$ cat config.mk
export PLATFORM = sky130hd
export DESIGN_NAME = prio_encoder_reg
export DESIGN_NICKNAME = d
export VERILOG_FILES = /design/src/rtl/prio_enc_pkg.sv /design/src/rtl/prio_find_first.sv /design/src/rtl/prio_encoder_reg.sv
export SDC_FILE = /design/constraint.sdc
export NUM_CORES = 1
export LEC_CHECK = 0
export BUFFER_PORTS_ARGS = -buffer_cell sky130_fd_sc_hd__buf_4
export CAP_MARGIN = 5
export CORE_AREA = 2 2 39 41
export CTS_BUF_LIST = sky130_fd_sc_hd__clkbuf_4 sky130_fd_sc_hd__clkbuf_8
export CTS_CLUSTER_DIAMETER = 50
export DETAILED_ROUTE_END_ITERATION = 10
export DIE_AREA = 0 0 41 43
export HOLD_SLACK_MARGIN = 0.12
export PLACE_DENSITY = 0.51
export SYNTH_ARGS = -nofsm -noshare
export SYNTH_HDL_FRONTEND = slang
export SYNTH_HIERARCHICAL = 1
export SYNTH_SLANG_ARGS = --single-unit
$ cat constraint.sdc
create_clock -name clk -period 1.1 [get_ports clk]
set_input_delay 0.165 -clock clk [delete_from_list [all_inputs] [get_ports clk]]
set_output_delay 0.165 -clock clk [all_outputs]
set_load 0.02 [all_outputs]
$ cat src/rtl/prio_enc_pkg.sv
// Shared types and helpers for the registered priority encoder.
// Also used by the optional one-hot grant output (PRIO_ENC_ONEHOT_EN).
package prio_enc_pkg;

  typedef enum logic {IDLE, HOLD} prio_state_e;

  function automatic int clog2_safe(input int n);
    return (n <= 2) ? 1 : $clog2(n);
  endfunction

  // Rotates the low n bits of v left by amt; bits at or above n come back as zero.
  function automatic logic [63:0] rotate_left(input logic [63:0] v, input int amt, input int n);
    logic [63:0] r;
    r = '0;
    for (int i = 0; i < 64; i++) begin
      if (i < n) r[(i + amt) % n] = v[i];
    end
    return r;
  endfunction

endpackage

$ cat src/rtl/prio_find_first.sv
// Combinational highest-set-bit finder. The found flag is low for an all-zero vector.
module prio_find_first
  import prio_enc_pkg::*;
#(
  parameter  int N     = 8,
  localparam int IDX_W = clog2_safe(N)
) (
  input  logic [N-1:0]     vec,
  output logic [IDX_W-1:0] idx,
  output logic             found
);

  always_comb begin
    idx   = '0;
    found = 1'b0;
    for (int i = 0; i < N; i++) begin
      if (vec[i]) begin
        idx   = IDX_W'(i);
        found = 1'b1;
      end
    end
  end

endmodule

$ cat src/rtl/prio_encoder_reg.sv
// Registered N-input priority encoder with valid/ready handshake and optional round-robin priority.
// Defining PRIO_ENC_ONEHOT_EN adds a registered one-hot grant output.
module prio_encoder_reg
  import prio_enc_pkg::*;
#(
  parameter  int N       = 8,
  parameter  int RR_MODE = 0,
  localparam int IDX_W   = clog2_safe(N)
) (
  input  logic             clk,
  input  logic             rst_n,
  input  logic             in_valid,
  output logic             in_ready,
  input  logic [N-1:0]     req,
  output logic             out_valid,
  input  logic             out_ready,
  output logic [IDX_W-1:0] idx,
  output logic             none,
  output logic             multi
`ifdef PRIO_ENC_ONEHOT_EN
  ,
  output logic [N-1:0]     grant
`endif
);

  prio_state_e      state_q;
  logic [IDX_W-1:0] idx_q;
  logic             none_q;
  logic             multi_q;
  logic             accept;
  logic             drain;
  logic [IDX_W-1:0] sel_idx;
  logic             sel_found;
  logic             multi_next;

  assign out_valid  = (state_q == HOLD);
  assign in_ready   = !out_valid || out_ready;
  assign accept     = in_valid && in_ready;
  assign drain      = out_valid && out_ready;
  assign multi_next = |(req & (req - N'(1)));

  generate
    if (RR_MODE != 0) begin : g_rr
      logic [IDX_W-1:0] rr_ptr;
      logic [IDX_W-1:0] last_grant;
      logic [IDX_W-1:0] search_start;
      logic [N-1:0]     low_mask;
      logic [IDX_W-1:0] m_idx;
      logic [IDX_W-1:0] u_idx;
      logic             m_found;
      logic             u_found;

      // rr_ptr holds the last granted index, so the reset value 0 starts the search at N-1.
      // A result draining this cycle is forwarded so a simultaneous accept sees the new pointer.
      always_comb begin
        last_grant   = (drain && !none_q) ? idx_q : rr_ptr;
        search_start = (last_grant == '0) ? IDX_W'(N - 1) : last_grant - IDX_W'(1);
        low_mask     = '0;
        for (int i = 0; i < N; i++) begin
          low_mask[i] = (i <= int'(search_start));
        end
      end

      prio_find_first #(.N(N)) u_masked (
        .vec   (req & low_mask),
        .idx   (m_idx),
        .found (m_found)
      );

      prio_find_first #(.N(N)) u_unmasked (
        .vec   (req),
        .idx   (u_idx),
        .found (u_found)
      );

      assign sel_idx   = m_found ? m_idx : u_idx;
      assign sel_found = u_found;

      always_ff @(posedge clk or negedge rst_n) begin
        if (!rst_n) begin
          rr_ptr <= '0;
        end else if (drain && !none_q) begin
          rr_ptr <= idx_q;
        end
      end
    end else begin : g_fixed
      prio_find_first #(.N(N)) u_find (
        .vec   (req),
        .idx   (sel_idx),
        .found (sel_found)
      );
    end
  endgenerate

`ifdef PRIO_ENC_ONEHOT_EN
  logic [N-1:0] grant_q;
  logic [N-1:0] grant_next;

  assign grant_next = sel_found ? N'(rotate_left(64'd1, int'(sel_idx), N)) : '0;
  assign grant      = grant_q;

  always_ff @(posedge clk or negedge rst_n) begin
    if (!rst_n) begin
      grant_q <= '0;
    end else if (accept) begin
      grant_q <= grant_next;
    end
  end
`endif

  // A new vector loads whenever the output slot is empty or draining; otherwise the result holds.
  always_ff @(posedge clk or negedge rst_n) begin
    if (!rst_n) begin
      state_q <= IDLE;
      idx_q   <= '0;
      none_q  <= 1'b0;
      multi_q <= 1'b0;
    end else begin
      case (state_q)
        IDLE: begin
          if (accept) begin
            state_q <= HOLD;
            idx_q   <= sel_idx;
            none_q  <= !sel_found;
            multi_q <= multi_next;
          end
        end
        HOLD: begin
          if (accept) begin
            idx_q   <= sel_idx;
            none_q  <= !sel_found;
            multi_q <= multi_next;
          end else if (out_ready) begin
            state_q <= IDLE;
          end
        end
        default: state_q <= IDLE;
      endcase
    end
  end

  assign idx   = idx_q;
  assign none  = none_q;
  assign multi = multi_q;

endmodule

Word-level counts from Yosys, hierarchy flattened. Cells that the tools add are included. Widths: inputs -> output; s select.

Add/subtract/negate cells: 1. Muxes and demuxes: 22. Bitwise logic cells: 2. Reductions and logical operators: 5.

Operators with widths (number): $mux 3 (5); $mux 1 (14); $and 8x8->8 (1); $reduce_or 8->1 (1); $sub 8x1->8 const B (1); $mux 2 (2); $logic_not 1->1 (2); $pmux 1 s2 (1); $logic_and 1x1->1 (1); $logic_or 1x1->1 (1); $not 1->1 (1).

Register bits after elaboration: 6. Input bits: 12. Output and inout port bits: 7. Word-level logic and storage cells: 34.

Depth between registers and ports, before layout. Gate-level depths: netlist (run 1).

Word-level depth: 10. Gate-level depth with buffers: 4. Mapped depth without buffers: 4.

Modules after synthesis. The synthesis (run 1) kept the hierarchy.

By module, submodules not included: prio_encoder_reg (instances 1, cells an instance 24, area an instance 292.8 um2, seq. area each 150.1 um2); prio_find_first (instances 1, cells an instance 12, area an instance 57.6 um2, seq. area each 0.0 um2).

Worst setup path after synthesis (run 1). Ideal clock, no wire load.

Path type: register -> register. From: reg state_q, in the netlist out_valid. To: reg idx_q[0], in the netlist idx[0]. Setup time: 0.125 ns. Data arrival time: 1.232 ns. Data required time: 0.975 ns. Setup slack: -0.257 ns. Stages on the path, launching flop included: 4. Buffers on the path: 0. Clock period less this slack: 1.357 ns. Cells stage by stage: dfrtp_1 > nand2b_1 > nand2_1 > mux2_2.

Longest elaborated chain between the ends: 3.

Ends and longest elaborated chain: from (decl) (line prio_encoder_reg.sv:26) `prio_state_e state_q;`; from (signal assigned) (line prio_encoder_reg.sv:114) `state_q <= IDLE;`; from (signal assigned) (line prio_encoder_reg.sv:122) `state_q <= HOLD;`; from (signal assigned) (line prio_encoder_reg.sv:134) `state_q <= IDLE;`; $logic_not 1->1 (line prio_encoder_reg.sv:37) `assign in_ready = !out_valid || out_ready;`; $logic_or 1x1->1 (line prio_encoder_reg.sv:37); via in_ready (line prio_encoder_reg.sv:13) `output logic in_ready,`; $logic_and 1x1->1 (line prio_encoder_reg.sv:38) `assign accept = in_valid && in_ready;`; to (signal assigned) (line prio_encoder_reg.sv:123) `idx_q <= sel_idx;`; to (signal assigned) (line prio_encoder_reg.sv:130) `idx_q <= sel_idx;`; to (decl) (line prio_encoder_reg.sv:27) `logic [IDX_W-1:0] idx_q;`.

The timed path passes the listed nets, and every way through them passes these cells. A chain may end at the register's enable or synchronous reset.

Final worst setup path (run 1).
From: in req[3]. To: reg multi_q, in the netlist multi.

Longest elaborated chain between the ends: 4.

Ends and longest elaborated chain: from (decl) (line prio_encoder_reg.sv:14) `input logic [N-1:0] req,`; $sub 8x1->8 (line prio_encoder_reg.sv:40) `assign multi_next = |(req & (req - N'(1)));`; $and 8x8->8 (*) (line prio_encoder_reg.sv:40); $reduce_or 8->1 (*) (line prio_encoder_reg.sv:40); $mux 1 (*) (line prio_encoder_reg.sv:121, prio_encoder_reg.sv:129); to (signal assigned) (line prio_encoder_reg.sv:125) `multi_q <= multi_next;`; to (signal assigned) (line prio_encoder_reg.sv:132) `multi_q <= multi_next;`; to (decl) (line prio_encoder_reg.sv:29) `logic multi_q;`.

Every way passes the cells marked *; elsewhere a longest branch is shown, timed or not. The select of a mux whose other input is x is not followed.

==> results of run 1 <==
-- cells in the mapped netlist (all sizes together) (2+ instances only) --
master,n,area [um2]
nand2b,2,12.5
mux2,3,33.8
o21ai,2,10.0
nand2,3,11.3
dfrtp,6,150
a2111oi,2,23.8
nor2,5,18.8
o31ai,2,15.0
a21oi,2,10.0
-- stage by stage --
| stage | setup TNS (ns) | util | power (mW) |
|---|---|---|---|
| floorplan | -0.195 | - | 0.339 |
| global placement | -0.346 | 0.403 | 0.448 |
| detailed placement | -0.368 | 0.403 | 0.448 |
| CTS | -0.0924 | 0.432 | 0.700 |
| global route | -0.144 | 0.449 | 0.736 |
| finish | -0.0905 | 0.449 | 0.696 |
-- how the worst max path moves through the flow --
stage | from | endpoint | slack (ns) | cells after the start
finish | req[3] | multi | -0.09 | 5
floorplan | req[2] | multi | -0.20 | 4
detailed placement | req[2] | multi | -0.37 | 5
global placement | req[2] | multi | -0.35 | 5
global route | req[3] | multi | -0.14 | 5
CTS | req[2] | multi | -0.09 | 5
-- sequential cells by signal, indices dropped and copies added (netlist names) --
name,count
multi,1
none,1
idx,3
out_valid,1
-- layer usage --
layer  up-vias  share of wire  wire, um  global-route usage
met2         8           0.50       425               0.153
li1        191              -         -                   -
met5         -              0         0                   0
met1       165           0.47       399               0.165
met4         0              0         0              0.0800
met3         0          0.033        28                   0
-- what timing repair did --
| item | CTS | global route |
|---|---|---|
| gates cloned | 0 | 0 |
| hold endpoints to repair | 6 | 0 |
| setup endpoints to repair | 1 | 2 |
| gates resized for setup | 0 | 4 |
| hold buffers | 1 | 0 |
| pin swaps | 1 | 2 |
-- logic make-up (layout without fill, tap and decap cells) --
family,count (synthesis),in the layout,share of synthesized area
AND/OR/NAND/NOR,14,14,0.207
AO/OA/AOI/OAI,10,10,0.218
flip-flops,6,6,0.429
multiplexers,3,3,0.0964
buffers and inverters,2,29,0.0214
adder cells (fa/ha/maj),1,1,0.0286
-- area by class of cell --
class	count	area, um2
Sequential cell	6	151
Tap cell	16	20.0
Inverter	2	7.51
Fill cell	141	762
Timing Repair Buffer	23	186
Clock buffer	4	30.0
Multi-Input combinational cell	28	226
-- power by group through the flow --
stage | Clock, mW | Combinational (mW) | Sequential [mW]
finish | 0.242 | 0.201 | 0.253
CTS | 0.253 | 0.194 | 0.253
detailed placement | 0 | 0.191 | 0.257
global placement | 0 | 0.191 | 0.256
floorplan | 0 | 0.0582 | 0.280
global route | 0.262 | 0.218 | 0.255
==> flow_metrics.tcl, run 1 <==
set metrics [dict create \
    syn2layout_area_growth_pct 77.5 \
    stdcell_count 79 \
    cts_max_level 1 \
    clock_latency_ns 0.24 \
    pre_cts_ws_ns -0.368 \
    end_kind "register" \
    path_buf_inv 1 \
    cts_buffer_depth 2 \
    num_antenna_cells 0 \
    fin_ws_ns -0.0905 \
    synth_warnings 6 \
    track_usage 0.113 \
    slew_viol_final 0 \
    reg2reg_depth 3 \
    finalSetupViolations 1 \
    netlist_instances 36 \
    drive_gt1_frac 0.556 \
    power.internal_mw 0.508 \
    synth_top_flop_cell "dfrtp_1" \
    holdPathEnd "out_valid" \
    crit_path_cell_trace "buf_6 -> or4_4 -> a2111oi_4 -> or3_1 -> o21ai_1" \
    grt_first_pass_wirelength_mm 1.37 \
    worstReg2RegStart "out_valid" \
    fp.dieW_um 41 \
    detail-route-antenna-nets 0 \
    grt_pass1_vias 338 \
    swShare 0.270 \
    port_buffers 18 \
    overflow 0 \
    clock_power_share 0.348 \
    critPathTopFamily "simple AND/OR/NAND/NOR gates" \
    fin_crit_ns 1.19 \
    critPathKind "in -> reg" \
    crit_path_max_incr_delay_ns 0.56 \
    layout_commonest_cell "buf_4" \
    ys_seq_area_frac 0.429 \
    clockRootBuffer "clkbuf_4" \
    ioPinCount 19 \
    hold_class "in -> reg" \
    clock-sinks 6 \
    async_reset_ff_frac 1.00 \
    p_sw_mw 0.188 \
    drcViolationCount 0 \
    firstDrtPassIters 4 \
    pwr-share-seq 0.363 \
    path_max_fanout 3 \
    cp.arrival_ns 1.32 \
    cts.clk_slew.worst_paths_ns 0.05 \
    yosys.cell_types.count 19 \
    ir_drop_mv 0.318 \
    critPathLaunchType "primary input" \
    violations "setup timing" \
    p_leak_nw 0.267 \
    die_h_um 43 \
    syn-num-nets 48 \
    placedCellCount 74 \
    ys_ff_latch 6 \
    vias 364 \
    rr_endpoint "idx[0]" \
    gp_congestion 0.771 \
    skew_ns 0.00620 \
    worstHoldPathCells 2 \
    routed_via_density 4.61 \
    dpl-instance-area_um2 558 \
    start_util 0.253 \
    relSlewSlack 0.779 \
    required_ns 1.23 \
    dp_hpwl_um 690 \
    antenna_found_initial 0 \
    rsz0062_at_grt "yes" \
    cts_setup_buffers 0 \
    synth.cell_area_um2 350 \
    most-common-layout-cells "19 x buf_4, 5 x nor2_1, 5 x dfrtp_1" \
    num_rows 14 \
    hold_path_startpoint "in_valid" \
    power_density_nw_per_um2 1120 \
    critPathSlowestCell "or4_4" \
    wl_per_cell_um 10.8 \
    synth_edf_count 0 \
    syn_area_per_cell_um2 9.73 \
    outcome "finished, violations left" \
    grt_max_degree 8 \
    holdWs_ns 0.150 \
    numCtsBuffers 3 \
    core_um2 1380 \
    drt_iter0_drc 5 \
    tritoncts "yes" \
    fmax_ghz 0.840 \
    hold_viol_final 0 \
    fin_nets 76 \
    min_period_over_period 1.08 \
    r2r_slack_ns 0.07 \
    routed_wirelength_um 853 \
    dieArea_um2 1760 \
    worst_pin_slew_ns 0.327 \
    final_area_um2 622 \
    power_frac_comb 0.289 \
    cap_viol_max_count 0 \
]
No activity file was read; power rests on OpenSTA's default activity.
==> run 2: changes to the inputs <==
--- a/config.mk
+++ b/config.mk
@@ -13,7 +13,9 @@
 export DETAILED_ROUTE_END_ITERATION = 10
 export DIE_AREA = 0 0 41 43
 export HOLD_SLACK_MARGIN = 0.12
+export MAX_ROUTING_LAYER = met4
 export PLACE_DENSITY = 0.51
+export SETUP_SLACK_MARGIN = 0.5
 export SYNTH_ARGS = -nofsm -noshare
 export SYNTH_HDL_FRONTEND = slang
 export SYNTH_HIERARCHICAL = 1
==> flow_metrics.tcl, run 2 (same netlist as run 1, synthesis figures left out) <==
set metrics [dict create \
    fin_crit_ns 1.18 \
    num_antenna_cells 0 \
    overflow 0 \
    largest_reg_flops 3 \
    layout_commonest_cell "buf_4" \
    min_period_over_period 1.08 \
    grtUsageMet2 0.175 \
    cts_buffer_depth 2 \
    cts.clk_slew.worst_paths_ns 0.05 \
    port_buffers 18 \
    rsz0062_at_grt "yes" \
    critPathLaunchType "primary input" \
    fin_nets 81 \
    power_frac_comb 0.338 \
    gr-usage-met1 0.168 \
    firstDrtPassIters 4 \
    die_h_um 43 \
    clock-sinks 6 \
    routed_via_density 4.81 \
    cts_max_level 1 \
    grt_max_degree 7 \
    tns_ns -0.0826 \
    drcViolationCount 0 \
    cp.arrival_ns 1.31 \
    dieArea_um2 1760 \
    track_usage 0.124 \
    fill_cells 140 \
    start_util 0.253 \
    syn2layout_area_growth_pct 102 \
    num_rows 14 \
    drive_gt1_frac 0.603 \
    hold_class "in -> reg" \
    power_mw 0.757 \
    drt_iter0_drc 3 \
    slew_viol_final 0 \
    worst_pin_slew_ns 0.317 \
    vias 404 \
    gp_congestion 0.781 \
    detail-route-antenna-nets 0 \
    routed_wirelength_um 935 \
    ioPinCount 19 \
    violations "setup timing" \
    critPathKind "in -> reg" \
    p_leak_nw 0.315 \
    most-common-layout-cells "17 x buf_4, 10 x buf_6, 5 x nor2_1, 5 x dfrtp_1, 4 x clkbuf_4" \
    fin_ws_ns -0.0826 \
    cap_viol_max_count 0 \
    dpl-instance-area_um2 558 \
    path_max_fanout 3 \
    grt_pass1_vias 381 \
    required_ns 1.23 \
    outcome "finished, violations left" \
    hold_viol_final 0 \
    tritoncts "yes" \
    pre_cts_ws_ns -0.358 \
    power_density_nw_per_um2 1070 \
    finalSetupViolations 1 \
    end_kind "register" \
    numCtsBuffers 3 \
    skew_ns 0.00418 \
    antenna_found_initial 0 \
    core_um2 1380 \
    p_sw_mw 0.207 \
    clock_latency_ns 0.24 \
    grt_most_used_layer "met2" \
    clockRootBuffer "clkbuf_4" \
    swShare 0.273 \
    ir_drop_mv 0.305 \
    clock_power_share 0.324 \
    wl_per_cell_um 11.1 \
    final_area_um2 708 \
    grt_first_pass_wirelength_mm 1.48 \
    grt_use_met3 0 \
    dp_hpwl_um 699 \
    pwr-share-seq 0.339 \
    fmax_ghz 0.846 \
    fp.dieW_um 41 \
    power.internal_mw 0.551 \
    relSlewSlack 0.786 \
]
-- run 2: cell types whose count changed in the layout (fill, tap and decap cells not counted), sizes merged --
cell	before	now
buf	22	27
-- run 2: final cells by class --
cell class	instances	area, um2	area share
Inverter	2	7.51	0.0106
Clock buffer	4	30.0	0.0424
Tap cell	16	20.0	0.0283
Multi-Input combinational cell	28	249	0.352
Timing Repair Buffer	28	250	0.353
Sequential cell	6	151	0.214
-- run 2: timing repair --
item | 4_1_cts | 5_1_grt
hold buffers | 1 | 0
setup endpoints to repair | 13 | 13
buffers inserted | 4 | 1
pin swaps | 3 | 0
hold endpoints to repair | 6 | 0
resized for setup | 11 | 5
-- run 2: layer usage --
layer / part of all wire / wire, um / vias to the layer above
li1: - / - / 202
met5: 0 / 0 / -
met2: 0.51 / 481 / 8
met3: 0.030 / 28 / 0
met4: 0 / 0 / 0
met1: 0.45 / 425 / 194
-- run 2: path summary, 6_finish.rpt --
check | start | to | slack (ns) | cells past startpoint
setup reg to reg | out_valid | idx[1] | 0.06 | 3
max in group asynchronous | rst_n | out_valid | 0.71 | 2
hold / removal | in_valid | out_valid | 0.17 | 2
setup / recovery | req[3] | multi | -0.08 | 5
min in group asynchronous | rst_n | out_valid | 0.27 | 2
hold reg to reg | none | none | 0.51 | 2
-- run 2: power groups by stage --
stage	registers (mW)	logic (mW)	clock network, mW
floorplan	0.280	0.0582	0
global placement	0.256	0.191	0
detailed placement	0.257	0.192	0
CTS	0.257	0.238	0.253
global route	0.260	0.274	0.266
finish	0.256	0.256	0.245
-- run 2: through the flow --
step | hold slack (ns) | instances | util
after floorplan | -0.131 | 36 | -
after global routing | 0.185 | 84 | 0.512
after detailed placement | -0.0239 | 74 | 0.403
after CTS | 0.145 | 83 | 0.484
final | 0.173 | 84 | 0.512
after global placement | -0.0231 | 74 | 0.403
-- run 2: critical path, stage by stage --
cell and delay (ns):
buf_6 0.09, or4_4 0.56, a2111oi_2 0.28, or3_1 0.16
o21ai_1 0.05
